<file path="config.mk">
export PLATFORM = sky130hd
export DESIGN_NAME = weighted_rr_packet_arbiter
export DESIGN_NICKNAME = d
export VERILOG_FILES = /design/src/rtl/weighted_rr_packet_arbiter.sv
export SDC_FILE = /design/constraint.sdc
export NUM_CORES = 1
export LEC_CHECK = 0
export CORE_ASPECT_RATIO = 0.9
export CORE_MARGIN = 3
export CORE_UTILIZATION = 25
export CTS_CLUSTER_SIZE = 25
export DETAILED_ROUTE_END_ITERATION = 8
export SETUP_SLACK_MARGIN = 0.5
export SKIP_CTS_REPAIR_TIMING = 1
export SYNTH_ARGS = -nofsm -noshare
export SYNTH_HDL_FRONTEND = slang
export SYNTH_SLANG_ARGS = --single-unit
export TNS_END_PERCENT = 100
</file>
<file path="constraint.sdc">
create_clock -name clk -period 3.5 [get_ports clk]
set_input_delay 0.7 -clock clk [delete_from_list [all_inputs] [get_ports clk]]
set_output_delay 0.7 -clock clk [all_outputs]
set_load 0.1 [all_outputs]
</file>
<file path="src/rtl/weighted_rr_packet_arbiter.sv">
// weighted_rr_packet_arbiter
//   N-way round-robin arbiter with packet lock and a per-requester packet quota.
//   The owner keeps the registered one-hot grant until its packet ends ('last'
//   accepted). It may continue bubble-free for up to WEIGHT packets. After that
//   the grant is released, followed by one idle cycle and a fresh round-robin
//   arbitration among unmasked requesters.
//
// Ports
//   clk        clock
//   rst        synchronous, active-high reset
//   req[N]     per-requester request, held through the last beat of a packet
//   last[N]    per-requester end-of-packet flag, qualified by the transfer
//   mask[N]    1 = excluded from new arbitration (current owner unaffected)
//   weight     N packed quota fields of WEIGHT_W bits; 0 behaves as 1
//   ready      downstream accepts the current beat
//   grant[N]   registered one-hot grant
//   grant_idx  binary index of the owner, meaningful while grant_vld
//   grant_vld  grant is non-zero
module weighted_rr_packet_arbiter #(
  parameter int N        = 4,
  parameter int WEIGHT_W = 4,
  parameter int IDX_W    = $clog2(N)
) (
  input  logic                  clk,
  input  logic                  rst,
  input  logic [N-1:0]          req,
  input  logic [N-1:0]          last,
  input  logic [N-1:0]          mask,
  input  logic [N*WEIGHT_W-1:0] weight,
  input  logic                  ready,
  output logic [N-1:0]          grant,
  output logic [IDX_W-1:0]      grant_idx,
  output logic                  grant_vld
);

  typedef enum logic [1:0] {
    IDLE,
    BUSY,
    BOUNDARY
  } state_t;

  localparam logic [IDX_W-1:0] LAST_IDX = IDX_W'(N - 1);

  state_t                state;
  logic [IDX_W-1:0]      ptr;
  logic [WEIGHT_W-1:0]   credit;

  logic [N-1:0]          elig;
  logic                  found;
  logic [IDX_W-1:0]      win;
  logic [IDX_W-1:0]      cand;
  logic [N-1:0]          win_onehot;
  logic [WEIGHT_W-1:0]   wq;
  logic [WEIGHT_W-1:0]   w_arr [N];
  logic                  xfer;
  logic                  pend;

  for (genvar i = 0; i < N; i++) begin : g_wsplit
    assign w_arr[i] = weight[i*WEIGHT_W +: WEIGHT_W];
  end

  assign elig = req & ~mask;
  assign xfer = grant_vld & ready & req[grant_idx];
  assign pend = xfer & last[grant_idx];

  // Circular scan starting just after the last owner.
  always_comb begin
    found = 1'b0;
    win   = '0;
    cand  = '0;
    for (int unsigned k = 1; k <= N; k++) begin
      cand = IDX_W'((32'(ptr) + k) % N);
      if (!found && elig[cand]) begin
        found = 1'b1;
        win   = cand;
      end
    end
  end

  always_comb begin
    win_onehot = '0;
    for (int unsigned i = 0; i < N; i++) begin
      if (win == IDX_W'(i)) win_onehot[i] = 1'b1;
    end
  end

  always_comb begin
    wq = w_arr[win];
    if (wq == '0) wq = WEIGHT_W'(1);
  end

  // BUSY and BOUNDARY share the end-of-packet path: a single-beat packet
  // transferred in BOUNDARY is consumed from the quota like any other.
  always_ff @(posedge clk) begin
    if (rst) begin
      state     <= IDLE;
      grant     <= '0;
      grant_idx <= '0;
      grant_vld <= 1'b0;
      ptr       <= LAST_IDX;
      credit    <= '0;
    end else begin
      case (state)
        IDLE: begin
          if (found) begin
            grant     <= win_onehot;
            grant_idx <= win;
            grant_vld <= 1'b1;
            credit    <= wq;
            state     <= BUSY;
          end
        end
        BUSY, BOUNDARY: begin
          if (state == BOUNDARY && !req[grant_idx]) begin
            grant     <= '0;
            grant_vld <= 1'b0;
            ptr       <= grant_idx;
            credit    <= '0;
            state     <= IDLE;
          end else if (pend) begin
            if (credit == WEIGHT_W'(1)) begin
              grant     <= '0;
              grant_vld <= 1'b0;
              ptr       <= grant_idx;
              credit    <= '0;
              state     <= IDLE;
            end else begin
              credit <= credit - WEIGHT_W'(1);
              state  <= BOUNDARY;
            end
          end else if (state == BOUNDARY) begin
            state <= BUSY;
          end
        end
        default: state <= IDLE;
      endcase
    end
  end

endmodule

</file>
# Word-level counts from Yosys, hierarchy flattened
# Index checks and enable logic that the tools add are counted.
[classes]
shifts = 0
n_div = 0
addsub = 5
muxes = 52
multipliers = 0
n_lt_le_gt_ge = 6
bitwise_logic = 6
n_eq_ne = 10
reduce_logical = 20
[ops]
columns = ["cell", "count"]
rows = [
  ["$mux W4", 11],
  ["$mux W2", 12],
  ["$mux W1", 18],
  ["$pmux W4 S2", 2],
  ["$lt A2 B3 Y1 const B", 5],
  ["$bmux W1 S2", 6],
  ["$bmux W4 S2", 1],
  ["$eq A2 B2 Y1 const B", 3],
  ["$ne A3 B3 Y1 const B", 2],
  ["$reduce_and A3 Y1", 2],
  ["$reduce_bool A2 Y1", 3],
  ["$add A2 B1 Y2 const B", 2],
  ["$add A2 B2 Y2 const B", 2],
  ["$and A4 B4 Y4", 1],
  ["$eq A2 B1 Y1 const B", 2],
  ["$eq A4 B1 Y1 const B", 1],
  ["$logic_and A1 B1 Y1", 4],
  ["$logic_not A1 Y1", 4],
  ["$logic_not A2 Y1", 2],
  ["$logic_not A4 Y1", 1],
  ["$ne A4 B4 Y1 const B", 1],
  ["$not A4 Y4", 1],
  ["$pmux W2 S2", 1],
  ["$reduce_and A2 Y1", 2],
  ["8 further kinds", 10],
]
[word_totals]
romBits = 0
inputBits = 31
memories = 0
output_inout_bits = 7
latch_bits = 0
ram_bits = 0
regBits = 15
word_cells = 105

# Logic depth before layout (Yosys ltp)
# Gate-level depths: netlist of the first run.
[logic_depth]
depth_word = 22
ltp_mapped = 8
mapped_depth_nobuf = 7

# Worst setup path after synthesis of the first run
# OpenSTA, ideal clock, no wires.
[synth_timing]
kind = "register -> register"
from = "reg grant_idx[1]"
to = "reg credit[2]"
stages_incl_launch_ff = 7
t_arrival_ns = 2.401
setup_slack_ns = 0.970
synth_period_minus_slack_ns = 2.530
setup_time_ns = 0.130
t_required_ns = 3.370
path_cell_list = "dfxtp_1 mux4_1 nand2b_1 nand2_1 and4bb_2 nand3_1 o211ai_1"
[synth_between]
elab_chain_len = 6
elab_cells_between_ends = 12
[synth_rtl]
columns = ["element", "line_no", "text"]
rows = [
  ["from (decl)", "32", "output logic [IDX_W-1:0] grant_idx,"],
  ["from (signal assigned)", "107", "grant_idx <= win;"],
  ["$bmux W1 S2", "63, 114", ""],
  ["$mux W1 (implied by the code)", "63, 114", ""],
  ["$and A1 B1 Y1 or $logic_not A1 Y1 (tied branches)", "63, 114", ""],
  ["$and A1 B1 Y1 or $logic_and A1 B1 Y1 (tied branches)", "64, 114", ""],
  ["$ne A3 B3 Y1 (no source line) or $mux W4 (tied branches)", "--", ""],
  ["$reduce_and A3 Y1 (no source line) or $pmux W4 S2 (tied branches)", "--", ""],
  ["to (signal assigned)", "109", "credit <= wq;"],
  ["to (signal assigned)", "128", "credit <= credit - WEIGHT_W'(1);"],
  ["to (decl)", "46", "logic [WEIGHT_W-1:0] credit;"],
]
# Several ways; a longest one is shown, not always the timed one. The select of a mux whose other input is x is not followed.
# A chain may end at the register's enable or synchronous reset.

# Worst setup path after layout of the first run
[layout_timing]
from = "in req[0]"
to = "reg credit[1]"
[layout_between]
elab_chain_len = 21
elab_cells_between_ends = 41
[layout_rtl]
columns = ["element", "line_no", "text"]
rows = [
  ["from (decl)", "26", "input logic [N-1:0] req,"],
  ["$and A4 B4 Y4", "62", "assign elig = req & ~mask;"],
  ["$bmux W1 S2", "73", "if (!found && elig[cand]) begin"],
  ["$mux W1 (implied by the code)", "73", ""],
  ["$mux W1", "73", ""],
  ["$logic_not A1 Y1", "73", ""],
  ["$logic_and A1 B1 Y1", "73", ""],
  ["$mux W1", "73", ""],
  ["$logic_not A1 Y1", "73", ""],
  ["(+4 left out)", "--", ""],
  ["$mux W2", "73", ""],
  ["$not A2 Y3 (implied by the code)", "88", "wq = w_arr[win];"],
  ["$bmux W4 S2", "88", ""],
  ["$mux W4 (implied by the code) (2 in a row)", "88", ""],
  ["$logic_not A4 Y1", "89", "if (wq == '0) wq = WEIGHT_W'(1);"],
  ["$mux W4", "89", ""],
  ["$mux W4", "105", "if (found) begin"],
  ["$pmux W4 S2", "103", "case (state)"],
]
# Several ways; a longest one is shown, not always the timed one. The select of a mux whose other input is x is not followed.

==> summary.txt, run 1 <==
Status
  – Outcome: complete, no violations

Layout
  – N_diodes: 0
  – Final instance count without filler cells: 244
  – Layout Nets: 219
  – Layout cells sized above 1: 0.1374
  – Commonest non-fill, non-tap cell in the layout: clkdlybuf4s50_1
  – Highest-count cells in the layout ignoring fill and taps: clkdlybuf4s50_1, nand2_1, dfxtp_1
  – Area Overhead vs Synth: 38.12%

Clocking
  – TritonCTS Buffers: 3
  – Clock Path Buffers: 2
  – Reg clk slew, reported paths: 0.06 ns
  – Clock root cell: clkbuf_8
  – Worst-Skew Late Latency: 0.25 ns
  – CTS tree: done
  – Clock Sinks: 15
  – H-tree depth: 1

Timing
  – RSZ-0062 raised after global routing: no
  – Minimum clock period: 2.660 ns
  – Setup TNS: 0 ns
  – Peak Freq: 0.3760 GHz
  – Period utilisation layout: 0.7600
  – Relative slew slack: 0.3482
  – Final setup vio count: 0
  – Final hold vios: 0
  – Slew @ Worst Pin: 0.9747 ns
  – Fin. max-slew vios: 0
  – Post-route clock skew: 0.004665 ns

Die
  – Rows: 23
  – Die Height: 72.48 um
  – # IOs: 38
  – Initial core utilization: 0.2666
  – Die span in x: 79.86 um
  – Die area: 0.005788 mm2
  – Core Box Area: 0.004604 mm2

Route
  – Drt first pass iters: 4
  – Vias per Instance: 5.045
  – Drt drc: 0
  – Drt initial violations: 66
  – Post-route ant nets: 0
  – Routed wire length: 3.279 mm
  – WL/cell: 13.44 um
  – Routed vias: 1231

Synth
  – Post-synth EDFFs: 0
  – Synth Net Count: 181
  – Mean Syn Cell Area: 8.465 um2
  – Netlist Area Pre-Place: 0.001227 mm2
  – Synth warn: 0
  – FFs w/ async S/R, synth: 0
  – Sequential share of the synthesized area: 0.2446
  – Leading register cell type out of synthesis: dfxtp_1
  – Register bit total from synthesis: 15
  – Post-Syn Instances: 145
  – Yosys cell types: 55

Place
  – GP Congestion: 0.7783
  – Port buffer count: 37
  – Placed cell count: 240
  – Dpl hpwl: 2.646 mm

Global route
  – First-pass GRT wire length: 5.678 mm
  – Vias in the first global route: 1215
  – Largest net degree at the start of global routing: 12
  – Total GRT Usage: 0.1224
  – GRT overflow: 0
  – Initial antenna violation count: 0

Setup path
  – Setup crit start: req[0]
  – Worst EP arrival: 2.80 ns
  – Reg2Reg Launch Point: ptr[1]
  – Req. time, crit path: 3.64 ns
  – Worst-path fanout max: 10
  – Reg2Reg Setup Slack: 1.41 ns
  – Worst-case reg-to-reg path depth: 6
  – Worst Setup EP: credit[1]
  – CP endpoint kind: flip-flop
  – CP Class: input pin to flip-flop
  – Worst R2R End: credit[1]
  – Kind of start point of the critical path: input pin

Power
  – Power Density: 417.7 mW/mm2
  – Leakage: 0.6264 nW
  – Peak VDD IR: 0.0002303 V

Min path
  – Hold WC Path Type: flip-flop to flip-flop

Flow run
  – Max_cap viols: 0
[state kept, by name (all words and copies together), names as in the netlist]
signal and count:
credit 4, grant 4, grant_vld 1, ptr 2, state 2, grant_idx 2
[power by group]
| part | switching (mW) | internal [mW] |
|---|---|---|
| clock | 0.0627 | 0.0790 |
| combinational | 0.209 | 0.137 |
| sequential | 0.0240 | 0.196 |
[how the worst min path moves through the flow]
stage	start	to	slack (ns)	cells after the start
final	state[0]	state[0]	0.47	2
after CTS	state[0]	state[0]	0.48	2
after floorplan	state[0]	state[0]	0.45	2
after global placement	grant[1]	grant[1]	0.46	1
after detailed placement	grant[1]	grant[1]	0.46	1
after global routing	grant[2]	grant[2]	0.50	1
[kinds of logic (layout without fill, tap and decap cells)]
family,count (synthesis),after routing,share of synthesized area
flip-flops,15,15,0.2446
adder cells (fa/ha/maj),5,5,0.05097
AO/OA/AOI/OAI,37,37,0.2538
AND/OR/NAND/NOR,66,66,0.2966
buffers and inverters,13,50,0.04790
multiplexers,9,9,0.1060
[stage by stage]
| stage | utilization | instance area, um2 | worst slack, ns | hold WS, ns | power (mW) |
|---|---|---|---|---|---|
| after floorplan | - | 1227 | 0.9697 | 0.4492 | 0.4701 |
| after global placement | 0.3582 | 1649 | 0.6003 | 0.4599 | 0.5682 |
| after detailed placement | 0.3582 | 1649 | 0.5629 | 0.4610 | 0.5679 |
| after CTS | 0.3682 | 1695 | 0.8253 | 0.4794 | 0.7141 |
| after global routing | 0.3682 | 1695 | 0.6992 | 0.5027 | 0.7568 |
| final | 0.3682 | 1695 | 0.8401 | 0.4741 | 0.7082 |
[routing by layer]
| layer | GRT usage | wire, um | part of all wire |
|---|---|---|---|
| met3 | 0.04218 | 213 | 0.065 |
| met2 | 0.1807 | 1374 | 0.42 |
| met4 | 0.02814 | 30 | 0.0091 |
| met1 | 0.1716 | 1661 | 0.51 |
| met5 | 0 | 0 | 0 |
[worst max-delay path, cell delays in order]
cell and delay [ns]:
clkdlybuf4s50_1 0.47, and2b_2 0.27, o221ai_2 0.21, and2_4 0.25, mux2_4 0.31, a22o_1 0.23
o41a_1 0.35
[layout make-up]
class,count,area (um2)
clock buffers,3,41.29
clock inverters,1,5.005
fillers,503,2909
inverters,8,30.03
multi-input cells,117,868.3
flip-flops and latches,15,300.3
well taps,62,77.57
repair buffers,38,372.9
[synth_stat cells (all sizes together) (2+ instances only)]
library cell / instances / area, um2
nand2: 17 / 63.81
dfxtp: 15 / 300.3
nor2: 10 / 37.54
inv: 8 / 30.03
nand3: 8 / 40.04
nor3: 7 / 35.03
a21oi: 6 / 30.03
mux2: 6 / 71.31
ha: 5 / 62.56
nand2b: 5 / 31.28
a32o: 4 / 40.04
nor2b: 4 / 32.53
o21ai: 4 / 20.01
or3: 4 / 26.28
a22oi: 3 / 22.52
buf: 3 / 20.01
a31oi: 2 / 12.51
clkbuf: 2 / 8.750
mux4: 2 / 48.80
nand4: 2 / 12.51
o211ai: 2 / 15.01
o221ai: 2 / 23.77
o31ai: 2 / 20.02
No activity file was read; power rests on OpenSTA's default activity.
==> run 2: changes to the inputs <==
==> constraint.sdc (replaced) <==
create_clock -name clk -period 2.6 [get_ports clk]
set_input_delay 0.52 -clock clk [delete_from_list [all_inputs] [get_ports clk]]
set_output_delay 0.52 -clock clk [all_outputs]
set_load 0.1 [all_outputs]
==> run 2 against run 1 <==
  * Via count increased by 5.2%
  * Cell area increased by 13%
  * Critical path depth unchanged
  * Sequential share of layout area decreased by 1.7 points
  * Wire length increased by 6.6%
  * Clock power increased by 39%
  * Utilization increased by 4.7 points
  * Total power increased by 45%
  * Sequential cell count unchanged
  * Non-clock buffer count increased by 15
  * Critical path type unchanged
  * Highest routed layer unchanged
==> summary.txt, run 2 (synthesized netlist as in run 1, its figures left out) <==
Power
  – Total power: 1.025 mW (was 0.7082 mW)
  – Comb pwr share: 0.518 (was 0.489)
  – Clk pwr share: 0.193 (was 0.200)
  – Switching power: 0.4330 mW (was 0.2959 mW)
  – Leakage: 0.8184 nW (was 0.6264 nW)
  – Peak VDD IR: 0.0003064 V (was 0.0002303 V)
  – Power Density: 535.7 mW/mm2 (was 417.7 mW/mm2)
  – Flop pwr share: 0.289 (was 0.311)
  – Net Sw Frac: 0.4225 (was 0.4178)
  – Pint: 0.5918 mW (was 0.4123 mW)

Timing
  – Fin. max-slew vios: 0 (unchanged)
  – Period utilisation layout: 0.7772
  – Slew @ Worst Pin: 0.3930 ns (was 0.9747 ns)
  – Peak Freq: 0.4949 GHz
  – Relative slew slack: 0.7347 (was 0.3482)
  – Post-route clock skew: 0.01116 ns (was 0.004665 ns)
  – Minimum clock period: 2.021 ns
  – Final hold vios: 0 (unchanged)
  – RSZ-0062 raised after global routing: no (unchanged)
  – Final setup vio count: 0 (unchanged)

Setup path
  – WP buf/inv: 1 (unchanged)
  – Req. time, crit path: 2.72 ns (was 3.64 ns)
  – Worst path cell trace: dlymetal6s2s_1 -> mux4_1 -> nand2b_1 -> nand2_1 -> and4bb_2 -> nand3_1 -> o211ai_1 (was clkdlybuf4s50_1 -> and2b_2 -> o221ai_2 -> and2_4 -> mux2_4 -> a22o_1 -> o41a_1)
  – Worst-path fanout max: 8 (was 10)
  – Worst-case reg-to-reg path depth: 6 (unchanged)
  – CP top delay family: simple AND/OR/NAND/NOR gates (was compound AO/OA/AOI/OAI gates)
  – CP endpoint kind: flip-flop (unchanged)
  – CP Class: input pin to flip-flop (unchanged)
  – Kind of start point of the critical path: input pin (unchanged)
  – Critical-path top delay cell: mux4_1 (was clkdlybuf4s50_1)
  – Crit path depth: 7 (unchanged)
  – Peak per-stage delay on the critical path: 0.54 ns (was 0.47 ns)
  – Reg2Reg Setup Slack: 0.61 ns (was 1.41 ns)
  – Worst EP arrival: 2.15 ns (was 2.80 ns)
  – Worst R2R End: credit[2] (was credit[1])
  – Reg2Reg Launch Point: grant_idx[1] (was ptr[1])

Die
  – Die Height: 72.48 um (unchanged)
  – Initial core utilization: 0.2666 (unchanged)
  – # IOs: 38 (unchanged)
  – Die area: 0.005788 mm2 (unchanged)
  – Rows: 23 (unchanged)
  – Core Box Area: 0.004604 mm2 (unchanged)
  – Die span in x: 79.86 um (unchanged)

Layout
  – Sequential cell area: 306.5 um2 (was 300.3 um2)
  – Multi-input logic area: 963.4 um2 (was 868.3 um2)
  – N_diodes: 0 (unchanged)
  – Commonest non-fill, non-tap cell in the layout: buf_4 (was clkdlybuf4s50_1)
  – Layout cells sized above 1: 0.3299 (was 0.1374)
  – Highest-count cells in the layout ignoring fill and taps: buf_4, clkdlybuf4s50_1, nand2_1 (was clkdlybuf4s50_1, nand2_1, dfxtp_1)
  – Largest regs: credit: 4 flops, grant: 4 flops (unchanged)
  – Layout Nets: 234 (was 219)
  – Fillcell total: 483 (was 503)
  – Final instance count without filler cells: 259 (was 244)
  – Area Overhead vs Synth: 55.86% (was 38.12%)

Clocking
  – Clock Sinks: 15 (unchanged)
  – CTS tree: done (unchanged)
  – Clock root cell: clkbuf_8 (unchanged)
  – H-tree depth: 1 (unchanged)
  – Reg clk slew, reported paths: 0.06 ns (about the same)
  – Clock Path Buffers: 2 (unchanged)
  – TritonCTS Buffers: 3 (unchanged)
  – Worst-Skew Late Latency: 0.26 ns (was 0.25 ns)

Route
  – Routed vias: 1295 (was 1231)
  – WL/cell: 13.49 um (was 13.44 um)
  – Routed wire length: 3.495 mm (was 3.279 mm)
  – Drt initial violations: 71 (was 66)
  – Drt drc: 0 (unchanged)
  – Post-route ant nets: 0 (unchanged)
  – Vias per Instance: 5.000 (was 5.045)
  – Drt first pass iters: 4 (unchanged)

Global route
  – Initial antenna violation count: 0 (unchanged)
  – Total GRT Usage: 0.1257 (was 0.1224)
  – GRT overflow: 0 (unchanged)
  – Vias in the first global route: 1290 (was 1215)
  – First-pass GRT wire length: 5.885 mm (was 5.678 mm)
  – Largest net degree at the start of global routing: 12 (unchanged)

Min path
  – Worst hold stages: 1 (was 2)
  – Hold WC Path Type: flip-flop to flip-flop (unchanged)
  – HP Start: grant[0] (was state[0])
  – Sink of the worst hold path: grant[0] (was state[0])

Place
  – Placed cell count: 253 (was 240)
  – Port buffer count: 37 (unchanged)
  – Dpl hpwl: 2.705 mm (was 2.646 mm)
  – GP Congestion: 0.7859 (was 0.7783)

Status
  – Outcome: complete, no violations (unchanged)

Flow run
  – Max_cap viols: 0 (unchanged)
run 2: changes by cell type in the layout (fill, tap and decap cells not counted), sizes merged:
| cell | delta |
|---|---|
| clkbuf | +2 |
| dlymetal6s2s | +8 |
| clkdlybuf4s50 | -17 |
| buf | +22 |
run 2: stage by stage:
step	hold WS, ns	TNS [ns]	util	cell area, um2	setup WS, ns
after floorplan	0.4492	0	-	1236	0.4897
after global placement	0.4627	-0.05163	0.3785	1743	-0.02290
after detailed placement	0.4604	-0.2065	0.3785	1743	-0.05286
after CTS	0.4784	0	0.3886	1789	0.1845
after global routing	0.4987	0	0.4155	1913	0.5070
final	0.4746	0	0.4155	1913	0.5793
run 2: layout make-up:
type | instances | area share
Timing Repair Buffer | 53 | 0.2557
Clock buffer | 3 | 0.02158
Clock inverter | 1 | 0.002616
Sequential cell | 15 | 0.1602
Tap cell | 62 | 0.04055
Inverter | 8 | 0.01570
Multi-Input combinational cell | 117 | 0.5036
run 2: worst max path at each step:
stage	start	slack [ns]	end
after global routing	req[2]	0.51	credit[2]
after CTS	req[0]	0.18	grant[1]
final	req[2]	0.58	credit[2]
after detailed placement	req[0]	-0.05	grant[1]
after floorplan	mask[0]	0.49	credit[1]
after global placement	req[0]	-0.02	grant[1]
run 2: worst register-to-register path: stages, from the launching register on:
cell	delay (ns)
dfxtp_4	0.38
mux4_1	0.57
nand2b_1	0.22
nand2_1	0.24
and4bb_2	0.27
nand3_1	0.08
o211ai_1	0.09
run 2: power groups by stage:
stage                     sequential, mW  combinational, mW  clock, mW
after floorplan                    0.394              0.240          0
after global placement             0.301              0.489          0
after detailed placement           0.301              0.490          0
after CTS                          0.296              0.492      0.205
after global routing               0.303              0.580      0.215
final                              0.296              0.531      0.198
run 2: metal layers:
layer	wire, um	global-route usage	vias to the layer above
li1	-	-	660
met1	1693	0.1785	599
met2	1601	0.1928	34
met3	182	0.03474	2
met4	18	0.02251	0
met5	0	0	-
